<file path="config.mk">
export PLATFORM = sky130hd
export DESIGN_NAME = esm_issue_feeder_flat
export DESIGN_NICKNAME = d
export VERILOG_FILES = /design/src/rtl/esm_issue_feeder_pkg.sv /design/src/rtl/esm_issue_feeder_if.sv /design/src/rtl/esm_feeder_fifo.sv /design/src/rtl/esm_issue_feeder.sv /design/src/flat_wrapper.sv
export SDC_FILE = /design/constraint.sdc
export NUM_CORES = 1
export LEC_CHECK = 0
export CORE_MARGIN = 1
export CORE_UTILIZATION = 50
export CTS_BUF_LIST = sky130_fd_sc_hd__clkbuf_4 sky130_fd_sc_hd__clkbuf_8 sky130_fd_sc_hd__clkbuf_16
export DETAILED_ROUTE_END_ITERATION = 8
export HOLD_SLACK_MARGIN = 0.15
export PLACE_DENSITY = 0.82
export SETUP_SLACK_MARGIN = 0.2
export SYNTH_ARGS = -nofsm -noshare
export SYNTH_HDL_FRONTEND = slang
export SYNTH_SLANG_ARGS = --single-unit
</file>
<file path="constraint.sdc">
create_clock -name clk -period 4.05 [get_ports clk]
set_input_delay 0.405 -clock clk [delete_from_list [all_inputs] [get_ports clk]]
set_output_delay 0.405 -clock clk [all_outputs]
set_load 0.03 [all_outputs]
</file>
<file path="src/rtl/esm_issue_feeder_pkg.sv">
// Shared definitions for the ESM issue feeder: opcode constants, FSM states and the
// opcode decoder used to derive RegWrite/ALUSrc.
package esm_pkg;

    localparam logic [6:0] OPC_R      = 7'b0110011;
    localparam logic [6:0] OPC_IMM    = 7'b0010011;
    localparam logic [6:0] OPC_LOAD   = 7'b0000011;
    localparam logic [6:0] OPC_LUI    = 7'b0110111;
    localparam logic [6:0] OPC_STORE  = 7'b0100011;
    localparam logic [6:0] OPC_BRANCH = 7'b1100011;

    localparam int unsigned BUBBLE = 0;

    typedef enum logic [1:0] {
        IDLE,
        RUN,
        HOLD
    } feeder_state_e;

    typedef struct packed {
        logic reg_write;
        logic alu_src;
        logic bad_opc;
    } dec_t;

    // rd==0 masking and the all-zero bubble exception are applied by the caller.
    function automatic dec_t decode_opcode(input logic [6:0] opc);
        dec_t d;
        d = '0;
        unique case (opc)
            OPC_R:      d.reg_write = 1'b1;
            OPC_IMM,
            OPC_LOAD,
            OPC_LUI:    begin
                d.reg_write = 1'b1;
                d.alu_src   = 1'b1;
            end
            OPC_STORE:  d.alu_src = 1'b1;
            OPC_BRANCH: d = '0;
            default:    d.bad_opc = 1'b1;
        endcase
        return d;
    endfunction

endpackage

</file>
<file path="src/rtl/esm_issue_feeder_if.sv">
// Fetch-side and ESM-side signal bundle of the issue feeder. The feeder uses the slave
// modport; the driver of fetch words and stall/flush uses the master modport.
interface esm_issue_feeder_if #(
    parameter int unsigned Instruction_word_size = 32,
    parameter int unsigned bs                    = 16
);
    localparam int unsigned CntW = $clog2(bs) + 1;

    logic                             in_valid;
    logic                             in_ready;
    logic [Instruction_word_size-1:0] in_instr;
    logic                             stall;
    logic                             flush;
    logic [Instruction_word_size-1:0] Instr_out;
    logic                             RegWrite;
    logic                             ALUSrc;
    logic                             illegal;
    logic [CntW-1:0]                  count;

    modport master (
        output in_valid, in_instr, stall, flush,
        input  in_ready, Instr_out, RegWrite, ALUSrc, illegal, count
    );

    modport slave (
        input  in_valid, in_instr, stall, flush,
        output in_ready, Instr_out, RegWrite, ALUSrc, illegal, count
    );

endinterface

</file>
<file path="src/rtl/esm_feeder_fifo.sv">
// Synchronous FIFO with occupancy count and a flush that clears pointers and count.
// Depth must be a power of two so the pointers wrap naturally.
module esm_feeder_fifo #(
    parameter int unsigned Width = 32,
    parameter int unsigned Depth = 16,
    localparam int unsigned PtrW = $clog2(Depth),
    localparam int unsigned CntW = PtrW + 1
) (
    input  logic             clk_i,
    input  logic             rst_i,
    input  logic             flush_i,
    input  logic             push_i,
    input  logic             pop_i,
    input  logic [Width-1:0] wdata_i,
    output logic [Width-1:0] rdata_o,
    output logic             full_o,
    output logic             empty_o,
    output logic [CntW-1:0]  count_o
);

    logic [Width-1:0] mem_q [Depth];
    logic [PtrW-1:0]  wptr_q, wptr_d;
    logic [PtrW-1:0]  rptr_q, rptr_d;
    logic [CntW-1:0]  cnt_q, cnt_d;
    logic             push_ok, pop_ok;

    assign full_o  = (cnt_q == CntW'(Depth));
    assign empty_o = (cnt_q == '0);
    assign count_o = cnt_q;
    assign rdata_o = mem_q[rptr_q];

    assign push_ok = push_i & ~full_o & ~flush_i;
    assign pop_ok  = pop_i & ~empty_o & ~flush_i;

    always_comb begin
        wptr_d = wptr_q;
        rptr_d = rptr_q;
        cnt_d  = cnt_q;
        if (flush_i) begin
            wptr_d = '0;
            rptr_d = '0;
            cnt_d  = '0;
        end else begin
            if (push_ok) wptr_d = wptr_q + PtrW'(1);
            if (pop_ok)  rptr_d = rptr_q + PtrW'(1);
            unique case ({push_ok, pop_ok})
                2'b10:   cnt_d = cnt_q + CntW'(1);
                2'b01:   cnt_d = cnt_q - CntW'(1);
                default: cnt_d = cnt_q;
            endcase
        end
    end

    always_ff @(posedge clk_i or posedge rst_i) begin
        if (rst_i) begin
            wptr_q <= '0;
            rptr_q <= '0;
            cnt_q  <= '0;
        end else begin
            wptr_q <= wptr_d;
            rptr_q <= rptr_d;
            cnt_q  <= cnt_d;
        end
    end

    // Storage needs no reset: an entry is only read after it has been written.
    always_ff @(posedge clk_i) begin
        if (push_ok) mem_q[wptr_q] <= wdata_i;
    end

endmodule

</file>
<file path="src/rtl/esm_issue_feeder.sv">
// Issue feeder ahead of ESM: buffers fetched words, decodes RegWrite/ALUSrc and issues one
// word or bubble per cycle. Optional perf counters are enabled by ESM_FEEDER_PERF_EN.
module esm_issue_feeder
    import esm_pkg::*;
#(
    parameter int unsigned Instruction_word_size = 32,
    parameter int unsigned bs                    = 16
) (
    input  logic                clk,
    input  logic                rst,
    esm_issue_feeder_if.slave   bus
`ifdef ESM_FEEDER_PERF_EN
    ,
    output logic [31:0]         perf_issued,
    output logic [31:0]         perf_bubbles,
    output logic [31:0]         perf_stalls
`endif
);

    localparam int unsigned Iws  = Instruction_word_size;
    localparam int unsigned CntW = $clog2(bs) + 1;

    logic [Iws-1:0]  head;
    logic            full, empty;
    logic [CntW-1:0] count;
    logic            push, pop;

    logic [Iws-1:0]  instr_q, instr_d;
    logic            rw_q, rw_d;
    logic            as_q, as_d;
    logic            ill_q, ill_d;
    dec_t            dec;

    feeder_state_e   state_q, state_d;
    logic            load_word, load_bubble;

    assign push = bus.in_valid & ~full & ~bus.flush;
    assign pop  = ~bus.stall & ~empty & ~bus.flush;

    esm_feeder_fifo #(
        .Width (Iws),
        .Depth (bs)
    ) u_fifo (
        .clk_i   (clk),
        .rst_i   (rst),
        .flush_i (bus.flush),
        .push_i  (push),
        .pop_i   (pop),
        .wdata_i (bus.in_instr),
        .rdata_o (head),
        .full_o  (full),
        .empty_o (empty),
        .count_o (count)
    );

    assign bus.in_ready  = ~full;
    assign bus.count     = count;
    assign bus.Instr_out = instr_q;
    assign bus.RegWrite  = rw_q;
    assign bus.ALUSrc    = as_q;
    assign bus.illegal   = ill_q;

    // FSM state register
    always_ff @(posedge clk or posedge rst) begin
        if (rst) state_q <= IDLE;
        else     state_q <= state_d;
    end

    // FSM next state
    always_comb begin
        state_d = state_q;
        if (bus.flush) begin
            state_d = IDLE;
        end else begin
            unique case (state_q)
                IDLE: if (push || count != '0) state_d = RUN;
                RUN: begin
                    if (bus.stall) begin
                        state_d = HOLD;
                    end else if (!push && (empty || (pop && count == CntW'(1)))) begin
                        state_d = IDLE;
                    end
                end
                HOLD: begin
                    if (empty && !push) state_d = IDLE;
                    else if (!bus.stall) state_d = RUN;
                end
                default: state_d = IDLE;
            endcase
        end
    end

    // FSM outputs: what the output register loads at this edge
    always_comb begin
        load_word   = pop;
        load_bubble = bus.flush | (~bus.stall & empty);
    end

    assign dec = decode_opcode(head[6:0]);

    always_comb begin
        instr_d = instr_q;
        rw_d    = rw_q;
        as_d    = as_q;
        ill_d   = ill_q;
        if (load_bubble) begin
            instr_d = Iws'(BUBBLE);
            rw_d    = 1'b0;
            as_d    = 1'b0;
            ill_d   = 1'b0;
        end else if (load_word) begin
            instr_d = head;
            rw_d    = dec.reg_write & (head[11:7] != 5'd0);
            as_d    = dec.alu_src;
            // An all-zero word carries opcode 0 but is a bubble, not an illegal op.
            ill_d   = dec.bad_opc & (head != '0);
        end
    end

    always_ff @(posedge clk or posedge rst) begin
        if (rst) begin
            instr_q <= '0;
            rw_q    <= 1'b0;
            as_q    <= 1'b0;
            ill_q   <= 1'b0;
        end else begin
            instr_q <= instr_d;
            rw_q    <= rw_d;
            as_q    <= as_d;
            ill_q   <= ill_d;
        end
    end

`ifdef ESM_FEEDER_PERF_EN
    logic [31:0] issued_q, bubbles_q, stalls_q;

    // Only rst clears these; a flush-induced bubble is not counted as an issue.
    always_ff @(posedge clk or posedge rst) begin
        if (rst) begin
            issued_q  <= '0;
            bubbles_q <= '0;
            stalls_q  <= '0;
        end else begin
            if (load_word)                    issued_q  <= issued_q + 32'd1;
            if (~bus.flush & ~bus.stall & empty) bubbles_q <= bubbles_q + 32'd1;
            if (bus.stall)                    stalls_q  <= stalls_q + 32'd1;
        end
    end

    assign perf_issued  = issued_q;
    assign perf_bubbles = bubbles_q;
    assign perf_stalls  = stalls_q;
`endif

endmodule
</file>
<file path="src/flat_wrapper.sv">
// flat-port wrapper written by rule: the top's interface ports become plain ports
module esm_issue_feeder_flat import esm_pkg::*;
#(
    parameter int unsigned Instruction_word_size = 32,
    parameter int unsigned bs                    = 16
)
  (clk, rst, bus_in_valid, bus_in_instr, bus_stall, bus_flush, bus_in_ready, bus_Instr_out, bus_RegWrite, bus_ALUSrc, bus_illegal, bus_count);
  esm_issue_feeder_if #(.Instruction_word_size(Instruction_word_size), .bs(bs)) bus_i ();
  input  logic clk;
  input  logic rst;
  input wire logic [$bits(bus_i.in_valid)-1:0] bus_in_valid;
  input wire logic [$bits(bus_i.in_instr)-1:0] bus_in_instr;
  input wire logic [$bits(bus_i.stall)-1:0] bus_stall;
  input wire logic [$bits(bus_i.flush)-1:0] bus_flush;
  output wire logic [$bits(bus_i.in_ready)-1:0] bus_in_ready;
  output wire logic [$bits(bus_i.Instr_out)-1:0] bus_Instr_out;
  output wire logic [$bits(bus_i.RegWrite)-1:0] bus_RegWrite;
  output wire logic [$bits(bus_i.ALUSrc)-1:0] bus_ALUSrc;
  output wire logic [$bits(bus_i.illegal)-1:0] bus_illegal;
  output wire logic [$bits(bus_i.count)-1:0] bus_count;
  assign bus_i.in_valid = bus_in_valid;
  assign bus_i.in_instr = bus_in_instr;
  assign bus_i.stall = bus_stall;
  assign bus_i.flush = bus_flush;
  assign bus_in_ready = bus_i.in_ready;
  assign bus_Instr_out = bus_i.Instr_out;
  assign bus_RegWrite = bus_i.RegWrite;
  assign bus_ALUSrc = bus_i.ALUSrc;
  assign bus_illegal = bus_i.illegal;
  assign bus_count = bus_i.count;
  esm_issue_feeder #(.Instruction_word_size(Instruction_word_size), .bs(bs)) u_core (.clk(clk), .rst(rst), .bus(bus_i));
endmodule
</file>
### Yosys cells after proc, flatten, opt, wreduce, memory -nomap -nowiden

Memories as Yosys holds them, arrays and structs flattened.
Cells that the tools add are included.

* word-level logic and storage cells: 66
* register bits: 48
* output and inout port bits: 41
* memories kept: 1
* memory bits (writable): 512
* bits in latches: 0
* memory bits (read-only): 0
* input port bits: 37

Memory list
* u_core.u_fifo.mem_q: words 16, width 32, rd ports 1, clocked after memory_dff 0, wr ports 1, line esm_feeder_fifo.sv:21 `logic [Width-1:0] mem_q [Depth];`

* bitwise logic cells: 16
* reductions and logical operators: 10
* shift-type cells: 0
* divide/modulo/power cells: 0
* $mul: 0
* multiplexer cells: 19
* equality and inequality tests: 9
* add/sub/neg operators: 4
* $lt $le $gt $ge: 0

Operator list (number)
* $mux W32: 2
* $reduce_bool A32 Y1: 1
* $eq A7 B6 Y1 const B: 3
* $mux W4: 4
* $and A1 B1 Y1: 11
* $mux W1: 11
* $pmux W5 S2: 1
* $add A4 B1 Y4 const B: 2
* $reduce_or A4 Y1: 2
* $eq A7 B2 Y1 const B: 1
* $eq A7 B5 Y1 const B: 1
* $eq A7 B7 Y1 const B: 1
* $reduce_bool A2 Y1: 3
* $reduce_or A6 Y1: 1
* $add A5 B1 Y5 const B: 1
* $eq A5 B5 Y1 const B: 1
* $logic_not A5 Y1: 1
* $mux W5: 1
* $reduce_bool A5 Y1: 1
* $sub A5 B1 Y5 const B: 1
* $not A1 Y1: 4
* $reduce_bool A3 Y1: 1
* $eq A2 B1 Y1 const B: 1
* $eq A2 B2 Y1 const B: 1
* $or A1 B1 Y1: 1

### Depth between registers and ports, before layout

* depth after elaboration: 9
* mapped depth: 12
* mapped depth without buffers: 11

### Hierarchy

A second synthesis with hierarchy kept.

* cell total of the unflattened synthesis: 935
* area, all modules: 21617.0 um^2

By module, submodules not included
* esm_feeder_fifo: area an instance 20221.9 um^2, sequential area each 15700.1 um^2, cells an instance 830, times used 1
* esm_issue_feeder: area an instance 1395.1 um^2, sequential area each 875.8 um^2, cells an instance 105, times used 1

### Worst setup path after synthesis

Ideal clock, no wire load.

* path kind: register -> register
* start: register u_core.u_fifo.cnt_q[1], in the netlist u_core.u_fifo.count_o[1]
* end: memory u_core.u_fifo.mem_q[3][0] (enable)
* setup time: 0.461 ns
* arrival time: 3.957 ns
* data required time: 3.589 ns
* setup slack: -0.369 ns
* buffers on the path: 2
* cell stages (with the launch flop): 8
* clock period less this slack: 4.419 ns
* path through: dfrtp_1 > buf_6 > nor4_2 > a21boi_1 > clkbuf_1 > nor2b_1 > nand2_1 > nor3_1

* word-level cells in the longest chain between the ends: 8

Ends and longest elaborated chain
* start, declared: line esm_feeder_fifo.sv:24 `logic [CntW-1:0] cnt_q, cnt_d;`
* start signal, assigned: line esm_feeder_fifo.sv:62 `cnt_q <= cnt_d;`
* $eq A5 B5 Y1 *: line esm_feeder_fifo.sv:27 `assign full_o = (cnt_q == CntW'(Depth));`
* $not A1 Y1 *: line esm_feeder_fifo.sv:32, esm_issue_feeder.sv:37
* $and A1 B1 Y1 (2 in series): line esm_issue_feeder.sv:37 `assign push = bus.in_valid & ~full & ~bus.flush;`
* $and A1 B1 Y1 * (2 in series): line esm_feeder_fifo.sv:32 `assign push_ok = push_i & ~full_o & ~flush_i;`
* $mux W1 *: line esm_feeder_fifo.sv:68 `if (push_ok) mem_q[wptr_q] <= wdata_i;`
* $mux W1 (not written as such) *: line esm_feeder_fifo.sv:68
* end, declared: line esm_feeder_fifo.sv:21

Every way passes the cells marked *; elsewhere a longest branch is shown, timed or not.

### Final worst setup path

* start: register u_core.u_fifo.rptr_q[2]
* end: register u_core.ill_q, in the netlist u_core.bus.illegal

* word-level cells in the longest chain between the ends: 7
* elaborated cells between the ends (all ways): 13
* those cells by class: eq/ne (6); mux (3); bitwise (1); reduce/logical (2); memory (1)

Ends and longest elaborated chain
* start, declared: line esm_feeder_fifo.sv:23 `logic [PtrW-1:0] rptr_q, rptr_d;`
* start signal, assigned: line esm_feeder_fifo.sv:61 `rptr_q <= rptr_d;`
* $mem_v2 Z16 W32 *
* $eq A7 B7 Y1, or another cell as far along: line esm_issue_feeder_pkg.sv:30 `unique case (opc)`
* $reduce_or A6 Y1 (no line)
* $mux W1: line esm_issue_feeder_pkg.sv:30
* $and A1 B1 Y1 *: line esm_issue_feeder.sv:116 `ill_d = dec.bad_opc & (head != '0);`
* $mux W1 *: line esm_issue_feeder.sv:111 `end else if (load_word) begin`
* $mux W1 *: line esm_issue_feeder.sv:106 `if (load_bubble) begin`
* end signal, assigned: line esm_issue_feeder.sv:130 `ill_q <= ill_d;`
* end, declared: line esm_issue_feeder.sv:31 `logic ill_q, ill_d;`

Every way passes the cells marked *; elsewhere a longest branch is shown, timed or not. The select of a mux whose other input is x is not followed.
A chain may end at the register's enable or synchronous reset.

==> metrics.md <==
| Metric | Value |
|---|---|
| Post-layout minimum cycle time | 3.21 ns |
| N_diodes | 0 |
| Fmax achieved | 311 MHz |
| Detailed Route WL | 50.0 mm |
| Ranking of synthesized cells by area | edfxtp_1 70%, mux4_2 6.7%, mux2i_1 5.8%, dfrtp_1 5.4%, a221oi_1 2.3% |
| Post-synth top area cell | edfxtp_1 |
| Die area | 44900 sq um |
| Unique masters post-synth | 51 |
| Clock Pin Slew Worst Setup and Hold Paths | 0.06 ns |
| # H-tree levels | 2 |
| CTS Sinks | 560 |
| Synth Net Count | 1185 |
| GP Congestion | 0.819 |
| Final instance count without filler cells | 1886 |
| Slew headroom | 38.2% |
| End of the critical path | u_core.bus.illegal$_DFFE_PP0P_ |
| Worst slew pin tran | 0.926 ns |
| Syn Inst Count | 1141 |
| Total GRT Usage | 23.0% |
| Root buf cell | clkbuf_16 |
| Row count | 76 |
| Status | finished, final reports clean |
| R2r worst-path depth | 9 |
| R2r endpoint | u_core.bus.illegal$_DFFE_PP0P_ |
| Initial Util | 51.0% |
| DRT iter0 DRCs | 1265 |
| Static leakage | 8.33 nW |
| Slew Viols, Final | 0 |
| Yosys reg bits | 560 |
| Final Hold Fails | 0 |
| Worst setup EP type | flip-flop |
| Crit path kind | flip-flop to flip-flop |
| Largest net degree at the start of global routing | 69 |
| Initial antenna violation count | 0 |
| PwrDens | 530 nW/um^2 |
| Worst R2R Setup Slack | 0.84 ns |
| Worst setup SP type | flip-flop |
| DR vias | 11.7k |
| WP data required | 4.52 ns |
| Clk_skew | 0.0262 ns |
| Synth warn | 0 |
| Hold WC Path Type | primary input to async pin |
| HPWL after detailed placement | 30.1 mm |
| DR WL/cell | 26.5 um |
| Cell Area, Placed | 23700 sq um |
| Maxcap violations | 0 |
| Worst setup path startpoint | u_core.u_fifo.rptr_q[2]$_DFFE_PP0P_ |
| Routed Antenna Nets | 0 |
| Number of CTS-inserted buffers | 54 |
| TritonCTS clock tree | yes |
| Resize count post-CTS | 0 |
| Final setup violating endpoints | 0 |
| Nets@finish | 1300 |
| Post-CTS Setup Inserts | 0 |
| Hold slack final | 0.237 ns |
| Peak VDD IR | 371 uV |
| Placeable Area | 43300 sq um |
| Final Cycle Share | 79.3% |
| Synth async-reset ratio | 8.57% |
| Synth top area share | 69.7% |
| Die Wd | 212 um |
| CTS Hold Buffers Added | 0 |
| Fin area | 25500 sq um |
| Mapped cell area | 22000 sq um |
| I/O pin total | 78 |
| Gr ovfl total | 0 |
| Most frequent cells in the layout | 512 x edfxtp_1, 128 x mux2i_1, 77 x clkdlybuf4s50_1 |
| First-pass GRT wire length | 75.2 mm |
| Vias per Instance | 6.22 |
| Critical path fanouts, max | 28 |
| Worst-Skew Late Latency | 0.60 ns |
| Number of enable flip-flop cells after synthesis | 512 |
| Layout cells sized above 1 | 19.3% |
| Seq/Total Area, Yosys | 75.2% |
| Ys flop type | edfxtp_1 |
| Placed cell count | 1785 |
| Syn Area/Cell | 19.3 sq um |
| Area grow syn2layout | 15.8% |
| Maximum root-to-sink buffer count | 3 |
| Die Y-Extent | 212 um |
| WP data arrival | 3.68 ns |
| Drt pass-1 iters | 5 |
| Remaining DRCs | 0 |
| RSZ-0062 raised after global routing | false |
| Number of global-route vias before repair | 12.0k |
| Setup TNS | 0 ns |
| Worst r2r src | u_core.u_fifo.rptr_q[2]$_DFFE_PP0P_ |
| Commonest non-fill, non-tap cell in the layout | edfxtp_1 |
| IO buf count | 77 |
-- final cells by class --
type | count | area (sq um)
multi-input cells | 508 | 5090
clock buffers | 83 | 1640
clock inverters | 18 | 175
repair buffers | 126 | 1290
fillers | 3005 | 17700
inverters | 6 | 22.5
well taps | 585 | 732
flip-flops and latches | 560 | 16600
-- registers in the layout, summed over array words and instances, names as in the netlist --
signal and flops:
u_core.u_fifo.wptr_q 4, u_core.bus.RegWrite 1, u_core.bus.ALUSrc 1, u_core.bus.Instr_out 32
u_core.u_fifo.rptr_q 4, u_core.u_fifo.count_o 5, u_core.bus.illegal 1, u_core.u_fifo.mem_q 512
-- worst max-delay path, cell delays in order (launching register included) --
cell and delay, ns:
dfrtp_1 0.35, buf_4 0.23, and2_2 0.68, buf_12 0.29, a221oi_1 0.13, a22oi_1 0.22, nand2_1 0.09, nor4_1 0.57
and3_1 0.40, a221oi_2 0.09
-- cell families (layout without fill, tap and decap cells) --
logic type | Yosys count | after routing | synth area share (%)
AOI/OAI and AO/OA | 189 | 189 | 6.65
buffers and inverters | 73 | 233 | 2.33
and+or+nand+nor | 106 | 106 | 2.36
adders and majority gates | 7 | 7 | 0.397
DFF | 560 | 560 | 75.2
xor gates and xnor gates | 8 | 8 | 0.318
muxes | 198 | 198 | 12.8
-- power by group --
part           switching (mW)  internal (mW)  total (mW)
Sequential             0.0921           6.43        6.52
Combinational            1.08          0.862        1.94
Clock                    2.08           2.99        5.07
Total                    3.26           10.3        13.5
-- cells in the mapped netlist, types with 6 or more instances --
cell	instances
a22oi_1	31
edfxtp_1	512
nand4_1	9
mux2i_1	128
buf_6	16
nand2_1	42
ha_1	7
a21oi_1	13
o21ai_0	32
nor2_1	24
clkbuf_1	31
a21o_1	10
inv_1	6
a221oi_1	59
mux4_2	66
buf_2	9
dfrtp_1	48
nor3_1	6
a22o_1	27
-- per-layer routing --
| layer | wire (um) | global-route usage, % |
|---|---|---|
| met1 | 19700 | 31.2 |
| met2 | 24400 | 37.2 |
| met4 | 1350 | 7.57 |
| met5 | 0 | 0 |
| met3 | 4590 | 4.77 |
-- worst min-delay path by stage --
stage,startpoint,slack [ns],end,cells after the start
floorplan,bus_in_instr[0],0.50,u_core.u_fifo.mem_q[0][0]$_DFFE_PP_,0
global placement,u_core.bus.Instr_out[8]$_DFFE_PP0P_,0.47,u_core.bus.Instr_out[8]$_DFFE_PP0P_,1
detailed placement,u_core.bus.Instr_out[9]$_DFFE_PP0P_,0.46,u_core.bus.Instr_out[9]$_DFFE_PP0P_,1
CTS,rst,0.24,u_core.u_fifo.count_o[3]$_DFFE_PP0P_,2
global route,rst,0.30,u_core.u_fifo.count_o[4]$_DFFE_PP0P_,2
finish,rst,0.24,u_core.u_fifo.count_o[2]$_DFFE_PP0P_,2
-- metrics by stage --
stage          total power, mW  utilization (%)  setup WS (ns)
2_1_floorplan             8.05                -         -0.335
3_3_place_gp              8.54             54.8          0.748
3_5_place_dp              8.59             54.8          0.706
4_1_cts                   13.6             59.0          0.930
5_1_grt                   13.9             59.0          0.617
6_report                  13.5             59.0          0.839
No activity file was read; power rests on OpenSTA's default activity.
